$ cat config.mk
export PLATFORM = sky130hd
export DESIGN_NAME = rng_word_packer
export DESIGN_NICKNAME = d
export VERILOG_FILES = /design/src/rtl/rng_word_packer.sv
export SDC_FILE = /design/constraint.sdc
export NUM_CORES = 1
export LEC_CHECK = 0
export CORE_ASPECT_RATIO = 1.5
export CORE_MARGIN = 1.5
export CORE_UTILIZATION = 30
export DETAILED_ROUTE_END_ITERATION = 12
export GPL_TIMING_DRIVEN = 1
export PLACE_DENSITY = 0.51
export SLEW_MARGIN = 30
export SYNTH_ARGS = -nofsm -noshare
export SYNTH_HDL_FRONTEND = slang
export SYNTH_SLANG_ARGS = --single-unit
$ cat constraint.sdc
create_clock -name clk -period 4.35 [get_ports clk]
set_input_delay 0.6525 -clock clk [delete_from_list [all_inputs] [get_ports clk]]
set_output_delay 0.6525 -clock clk [all_outputs]
set_load 0.02 [all_outputs]
$ cat src/rtl/rng_word_packer.sv
// rng_word_packer
//   Packs the raw serial bit stream from the LFSR stage into OUT_WIDTH-bit
//   words and offers them to a consumer over a valid/ready handshake. A
//   repetition-count health test raises a sticky fault when the source
//   looks stuck; once faulted, no new bits are packed, but any word already
//   assembled can still be handed off.
//
//   Optional feature: define VBB_RNG_VN_DEBIAS_EN to insert a von Neumann
//   debiaser between the raw stream and the packer. The default build packs
//   every raw bit.
//
// Parameters
//   OUT_WIDTH  output word width (>= 2)
//   RUN_LIMIT  identical consecutive raw bits that trip the fault (>= 2)
//
// Ports
//   clk         clock, all state changes on posedge
//   rst         asynchronous reset, active-high
//   bit_in      raw random bit
//   bit_valid   bit_in is sampled on a posedge where this is 1
//   word_out    packed word, MSB-first, stable while word_valid=1
//   word_valid  word_out holds an unconsumed word
//   word_ready  consumer accepts; transfer on word_valid && word_ready
//   fault       sticky health-test failure
//   overrun     one-cycle pulse: a packable bit was dropped
module rng_word_packer #(
  parameter int OUT_WIDTH = 8,
  parameter int RUN_LIMIT = 32
) (
  input  logic                 clk,
  input  logic                 rst,
  input  logic                 bit_in,
  input  logic                 bit_valid,
  output logic [OUT_WIDTH-1:0] word_out,
  output logic                 word_valid,
  input  logic                 word_ready,
  output logic                 fault,
  output logic                 overrun
);

  localparam int CW = $clog2(OUT_WIDTH);
  localparam int RW = $clog2(RUN_LIMIT + 1);

  logic [OUT_WIDTH-1:0] acc_q, acc_d;
  logic [CW-1:0]        count_q, count_d;
  logic                 acc_full_q, acc_full_d;
  logic [OUT_WIDTH-1:0] word_out_q, word_out_d;
  logic                 word_valid_q, word_valid_d;
  logic                 fault_q, fault_d;
  logic                 overrun_q, overrun_d;
  logic [RW-1:0]        run_len_q, run_len_d;
  logic                 prev_bit_q, prev_bit_d;

  logic pack_valid;
  logic pack_bit;
  logic out_free;

  // Repetition-count health test on raw bits. run_len of zero means no raw
  // bit has been seen since reset, so the first bit always starts a run of 1.
  always_comb begin
    run_len_d  = run_len_q;
    prev_bit_d = prev_bit_q;
    fault_d    = fault_q;
    if (bit_valid) begin
      prev_bit_d = bit_in;
      if (run_len_q == '0 || bit_in != prev_bit_q) begin
        run_len_d = RW'(1);
      end else if (run_len_q != RW'(RUN_LIMIT)) begin
        run_len_d = run_len_q + 1'b1;
      end
      if (run_len_d == RW'(RUN_LIMIT)) begin
        fault_d = 1'b1;
      end
    end
  end

`ifdef VBB_RNG_VN_DEBIAS_EN
  logic pair_pending_q, pair_pending_d;
  logic pair_first_q, pair_first_d;

  // Von Neumann pairing: 10 yields 1 and 01 yields 0, which is exactly the
  // first bit of an unequal pair. Equal pairs produce nothing.
  always_comb begin
    pair_pending_d = pair_pending_q;
    pair_first_d   = pair_first_q;
    pack_valid     = 1'b0;
    pack_bit       = pair_first_q;
    if (bit_valid) begin
      if (!pair_pending_q) begin
        pair_first_d   = bit_in;
        pair_pending_d = 1'b1;
      end else begin
        pair_pending_d = 1'b0;
        pack_valid     = (bit_in != pair_first_q) && !fault_q;
      end
    end
  end

  always_ff @(posedge clk or posedge rst) begin
    if (rst) begin
      pair_pending_q <= 1'b0;
      pair_first_q   <= 1'b0;
    end else begin
      pair_pending_q <= pair_pending_d;
      pair_first_q   <= pair_first_d;
    end
  end
`else
  assign pack_valid = bit_valid && !fault_q;
  assign pack_bit   = bit_in;
`endif

  // Packer and output register. The output is free when empty or being
  // consumed this edge; a full accumulator drains first, and a bit arriving
  // on that same edge becomes the first bit of the following word.
  always_comb begin
    out_free     = !word_valid_q || word_ready;
    acc_d        = acc_q;
    count_d      = count_q;
    acc_full_d   = acc_full_q;
    word_out_d   = word_out_q;
    word_valid_d = word_valid_q;
    overrun_d    = 1'b0;

    if (word_valid_q && word_ready) begin
      word_valid_d = 1'b0;
    end

    if (acc_full_q) begin
      if (out_free) begin
        word_out_d   = acc_q;
        word_valid_d = 1'b1;
        acc_full_d   = 1'b0;
        if (pack_valid) begin
          acc_d   = {acc_q[OUT_WIDTH-2:0], pack_bit};
          count_d = CW'(1);
        end
      end else if (pack_valid) begin
        overrun_d = 1'b1;
      end
    end else if (pack_valid) begin
      if (count_q == CW'(OUT_WIDTH - 1)) begin
        count_d = '0;
        if (out_free) begin
          word_out_d   = {acc_q[OUT_WIDTH-2:0], pack_bit};
          word_valid_d = 1'b1;
        end else begin
          acc_d      = {acc_q[OUT_WIDTH-2:0], pack_bit};
          acc_full_d = 1'b1;
        end
      end else begin
        acc_d   = {acc_q[OUT_WIDTH-2:0], pack_bit};
        count_d = count_q + 1'b1;
      end
    end
  end

  always_ff @(posedge clk or posedge rst) begin
    if (rst) begin
      acc_q        <= '0;
      count_q      <= '0;
      acc_full_q   <= 1'b0;
      word_out_q   <= '0;
      word_valid_q <= 1'b0;
      fault_q      <= 1'b0;
      overrun_q    <= 1'b0;
      run_len_q    <= '0;
      prev_bit_q   <= 1'b0;
    end else begin
      acc_q        <= acc_d;
      count_q      <= count_d;
      acc_full_q   <= acc_full_d;
      word_out_q   <= word_out_d;
      word_valid_q <= word_valid_d;
      fault_q      <= fault_d;
      overrun_q    <= overrun_d;
      run_len_q    <= run_len_d;
      prev_bit_q   <= prev_bit_d;
    end
  end

  assign word_out   = word_out_q;
  assign word_valid = word_valid_q;
  assign fault      = fault_q;
  assign overrun    = overrun_q;

endmodule

### Word level (Yosys, flattened, before mapping)

Cells that the tools add are included.

* input bits: 5
* word-level logic and storage cells: 62
* flip-flop bits (word level): 30

* reductions and logical operators: 13
* $add $sub $neg: 2
* equal/unequal tests: 7
* multiplexer cells: 31

Operator list (number)
* 8-bit 2-to-1 mux: 11
* 6-bit 2-to-1 mux: 3
* 3-bit 2-to-1 mux: 5
* 1-bit 2-to-1 mux: 12
* 6-bit by 1-bit adder with 6-bit output, second input constant: 1
* 6-bit == test, second input constant: 1
* 6-bit logical NOT: 1
* 6-bit != test, second input constant: 1
* 3-bit AND reduction: 2
* 4-bit AND reduction: 1
* 2-bit nonzero test: 2
* 3-bit by 1-bit adder with 3-bit output, second input constant: 1
* 3-bit == test, second input constant: 1
* 3-bit != test, second input constant: 1
* 1-bit logical AND: 2
* 1-bit logical NOT: 2
* 1-bit logical OR: 2
* 2-bit by 1-bit != test with 1-bit output, second input constant: 1
* 2-bit != test, second input constant: 1
* 2-bit AND reduction: 1
* 1-bit != test: 1

### Longest topological paths before layout

* depth in word-level cells: 6
* mapped depth: 7

### Worst setup path before layout

OpenSTA, ideal clock, no wires.

* kind: register -> register
* start: register run_len_q[0]
* end: register run_len_q[0]
* stages on the path, launching flop included: 7
* setup slack: 2.732 ns
* arrival: 1.496 ns
* path buffers: 0
* cell sequence: dfrtp_1 -> inv_1 -> ha_1 -> or4b_4 -> nor3b_2 -> a31oi_1 -> o22a_1

* word-level cells in the longest chain between the ends: 4

Ends and longest elaborated chain
* from (decl): line 51 `logic [RW-1:0] run_len_q, run_len_d;`
* from (signal assigned): line 177 `run_len_q <= run_len_d;`
* 6-bit by 1-bit adder with 6-bit output, or another cell as far along: line 69 `run_len_d = run_len_q + 1'b1;`
* 6-bit 2-to-1 mux or 1-bit logical OR (tied branches): line 68, 66
* 6-bit 2-to-1 mux (*): line 66 `if (run_len_q == '0 || bit_in != prev_bit_q) begin`
* 6-bit 2-to-1 mux (*): line 64 `if (bit_valid) begin`

Every way passes the cells marked *; elsewhere a longest branch is shown, timed or not. The select of a mux whose other input is x is not followed.
A chain may end at the register's enable or synchronous reset.

### Final worst setup path

* start: input port bit_valid
* end: register word_out_q[1] (netlist: word_out[1])

* word-level cells in the longest chain between the ends: 3

Ends and longest elaborated chain
* from (decl): line 33 `input logic bit_valid,`
* 1-bit logical AND: line 109 `assign pack_valid = bit_valid && !fault_q;`
* 2-bit nonzero test (no line)
* 3-bit AND reduction (no line)
* to (signal assigned): line 173 `word_out_q <= word_out_d;`
* to (decl): line 47 `logic [OUT_WIDTH-1:0] word_out_q, word_out_d;`

Every way passes these cells.

==> impl_results.rst <==
.. list-table::
   :header-rows: 1

   * - Metric
     - Value
   * - Clock sink count
     - 30
   * - Levels on crit path
     - 4
   * - Worst slew margin
     - 0.449
   * - Max-cap viol count
     - 0
   * - Leading cell types in the layout, fill and taps excluded
     - 30 x dfrtp_1, 15 x clkdlybuf4s50_1, 14 x o21ai_0
   * - DRT antenna net count
     - 0
   * - Final WL
     - ~2600 µm
   * - Arrival time reported for the critical path endpoint
     - approximately 2.5 ns
   * - Mapped cell area
     - approximately 1500 µm²
   * - Proportion of layout cells with a drive suffix above 1
     - 0.179
   * - Number of DRC violations after detailed-routing iteration 0
     - 34
   * - Die height
     - 89.1 µm
   * - Number of standard-cell rows in the floorplan
     - 31
   * - Number of failing hold endpoints at the final stage
     - 0
   * - Power per unit of standard cell area
     - slightly below 600 nW/µm²
   * - Critical Path RT
     - ~4.5 ns
   * - Path class of the lowest-slack min-delay path
     - register to register
   * - Critical path startpoint
     - bit_valid
   * - Horiz. Die Dim
     - 60.4 µm
   * - Routability congestion estimate
     - 0.795
   * - Root Buffer
     - clkbuf_8
   * - Routed WL per cell
     - around 12 µm
   * - Global router's overall resource usage
     - 0.114
   * - Outcome
     - finished clean
   * - Total Die Area
     - between 5000 and 6000 µm²
   * - Worst Hold Depth
     - 2
   * - I/O pin total
     - 16
   * - Antenna violations before repair
     - 0
   * - Hold path startpoint
     - word_out[3]
   * - Accumulated negative setup slack
     - 0 ns
   * - Setup bufs post-CTS
     - 0
   * - Leading cell type in the layout, fill and taps excluded
     - dfrtp_1
   * - Detailed-router iteration count before antenna repair
     - 2
   * - Final-report max-slew violation count
     - 0
   * - Final worst slack
     - just under 2 ns
   * - CP max stage delay
     - approximately 0.67 ns
   * - Antenna fix cells
     - 0
   * - Number of levels in the clock H-tree
     - 2
   * - Cts bufs inserted
     - 5
   * - Total Nets Final
     - approximately 160
   * - Seq cells post-synth
     - 30
   * - Mapped Cells
     - 133
   * - Minimum clock period after layout
     - about 2.4 ns
   * - Deepest clock path buffer count
     - 2
   * - Category of the worst setup path capture point
     - register
   * - Cell chain of the critical path
     - clkdlybuf4s50_1 > and3b_1 > o21ai_1 > o21ai_0
   * - IO Port Bufs
     - 15
   * - Number of buffers inserted for hold repair after clock tree synthesis
     - 0
   * - RSZ-0062 raised after global routing
     - false
   * - Maximum number of pins on one net before global-route repair
     - 31
   * - CTS tree
     - yes
   * - Power after layout
     - between 1 and 1.5 mW
   * - VDD IR max
     - between 0.0001 and 0.00015 V
   * - Hpwl dp
     - 1880 µm
   * - Buffers plus inverters on the worst setup path
     - 1
   * - Vias after detailed routing
     - 1023
   * - Number of vias per cell
     - between 4 and 5
   * - Fill cell count
     - around 500
   * - Standard cell with the maximum stage delay on the critical path
     - clkdlybuf4s50_1
   * - Worst-path fanout max
     - 16
   * - Worst r2r src
     - count_q[0]
   * - Launching element type of the critical path
     - input pin
   * - Aggregate global routing overflow
     - 0
   * - Total of warnings raised by yosys
     - 0
   * - Vias in the first global route
     - 1036
   * - CTS clk-pin slew, worst paths
     - ~0.07 ns
   * - Sequential fraction of the synthesis area
     - 0.506
   * - Cells resized by post-CTS repair
     - 0
   * - Core Region
     - 4810 µm²
   * - Pre-CTS setup slack
     - 1.63 ns
   * - Layout Skew
     - between 0.006 and 0.007 ns
   * - Initial Util
     - 0.309
   * - Delay-heaviest family, CP
     - compound AO/OA/AOI/OAI gates
   * - Slew at the pin with the worst max-slew slack
     - 0.821 ns
   * - Number of DRC violations after detailed routing
     - 0
   * - Cell variety after synth
     - 37
   * - P_leak
     - approximately 0.75 nW
   * - Global-route wire length before repair
     - 4600 µm
   * - Final setup violation count
     - 0
   * - Clock network latency to the later pin of the worst-skew pair
     - about 0.28 ns
   * - Post-Route Hold Slack
     - ~0.48 ns
   * - Worst Setup Path Type
     - input pin to register
   * - Final Cycle Share
     - 0.548
   * - Peak clock frequency supported by timing
     - 0.420 GHz
   * - Average size of a mapped cell
     - between 10 and 15 µm²
   * - Number of cell instances on the worst register-to-register path
     - 5
   * - Post-Syn Nets
     - ~140
   * - Synthesis-to-layout area growth
     - 20.6%
-- sequential cells by signal, summed over array words and instances, names as in the netlist --
name        flops
acc_q           8
word_out        8
run_len_q       6
count_q         3
acc_full_q      1
fault           1
overrun         1
prev_bit_q      1
word_valid      1
-- worst min-delay path: stages, from the launching register on --
cell     delay [ns]
dfrtp_1        0.34
nand2_1        0.04
o21ai_0        0.06
-- cell type report --
type                       count  area, µm²  share of cell area
multi-input combinational     91        671               0.375
clock buffer                   5       68.8              0.0385
inverter                       7       26.3              0.0147
clock inverter                 3       40.0              0.0224
timing repair buffer          15        150              0.0839
sequential                    30        751               0.420
tap                           66       82.6              0.0462
-- synthesized netlist by cell type, drive strengths merged --
master  instances  area [µm²]
ha              4        50.1
and2            1        7.51
nand2          12        45.0
mux2i           8        80.1
buf             5        36.3
and3b           2        18.8
a22o            4        35.0
a21oi           1        5.00
nand3           2        10.0
inv             7        26.3
o22ai           2        12.5
nor3            2        10.0
nand2b          3        26.3
nor2            7        26.3
o32ai           1        8.76
a311oi          1        8.76
or2             1        6.26
o21ai          15        75.1
or4b            1        13.8
xor2            1        8.76
a31oi           2        12.5
xnor2           4        35.0
mux2            9         101
dfrtp          30         751
and4            1        10.0
nand3b          1        7.51
nand4           1        6.26
nor3b           2        20.0
nor4            1        12.5
a31o            1        8.76
o22a            1        8.76
-- layer usage --
metal / vias up / global-route usage / part of all wire / wire length [µm]
met5: - / 0 / 0 / 0
met4: 0 / 0.0553 / 0.026 / 67
met3: 8 / 0.0391 / 0.038 / 98
met2: 19 / 0.185 / 0.49 / 1260
met1: 490 / 0.135 / 0.44 / 1140
li1: 506 / - / - / -
-- cell families after synthesis --
family | synth area share
AO/OA/AOI/OAI | 0.118
XOR/XNOR | 0.0295
adder cells (fa/ha/maj) | 0.0337
buffers and inverters | 0.0422
flip-flops | 0.506
multiplexers | 0.122
AND/OR/NAND/NOR | 0.148
-- report_power, final --
| part | internal [mW] | switching [mW] | total [mW] |
|---|---|---|---|
| Combinational | 0.174 | 0.157 | 0.331 |
| Clock | 0.168 | 0.104 | 0.273 |
| Sequential | 0.372 | 0.0740 | 0.446 |
| Total | 0.713 | 0.335 | 1.05 |
-- path summary, 6_finish.rpt --
kind	to	slack (ns)
max	word_out[1]	1.97
min	word_out[3]	0.48
max reg2reg	word_out[1]	2.34
min reg2reg	word_out[3]	0.48
max in group asynchronous	count_q[2]	3.17
min in group asynchronous	word_out[0]	0.77
-- metrics by stage --
stage | instances | utilization | cell area, µm²
final | 217 | 0.372 | 1790
after floorplan | 133 | - | 1480
after global placement | 209 | 0.349 | 1680
after detailed placement | 209 | 0.349 | 1680
after CTS | 217 | 0.372 | 1790
after global routing | 217 | 0.372 | 1790
(Power assumes the default switching activity.)
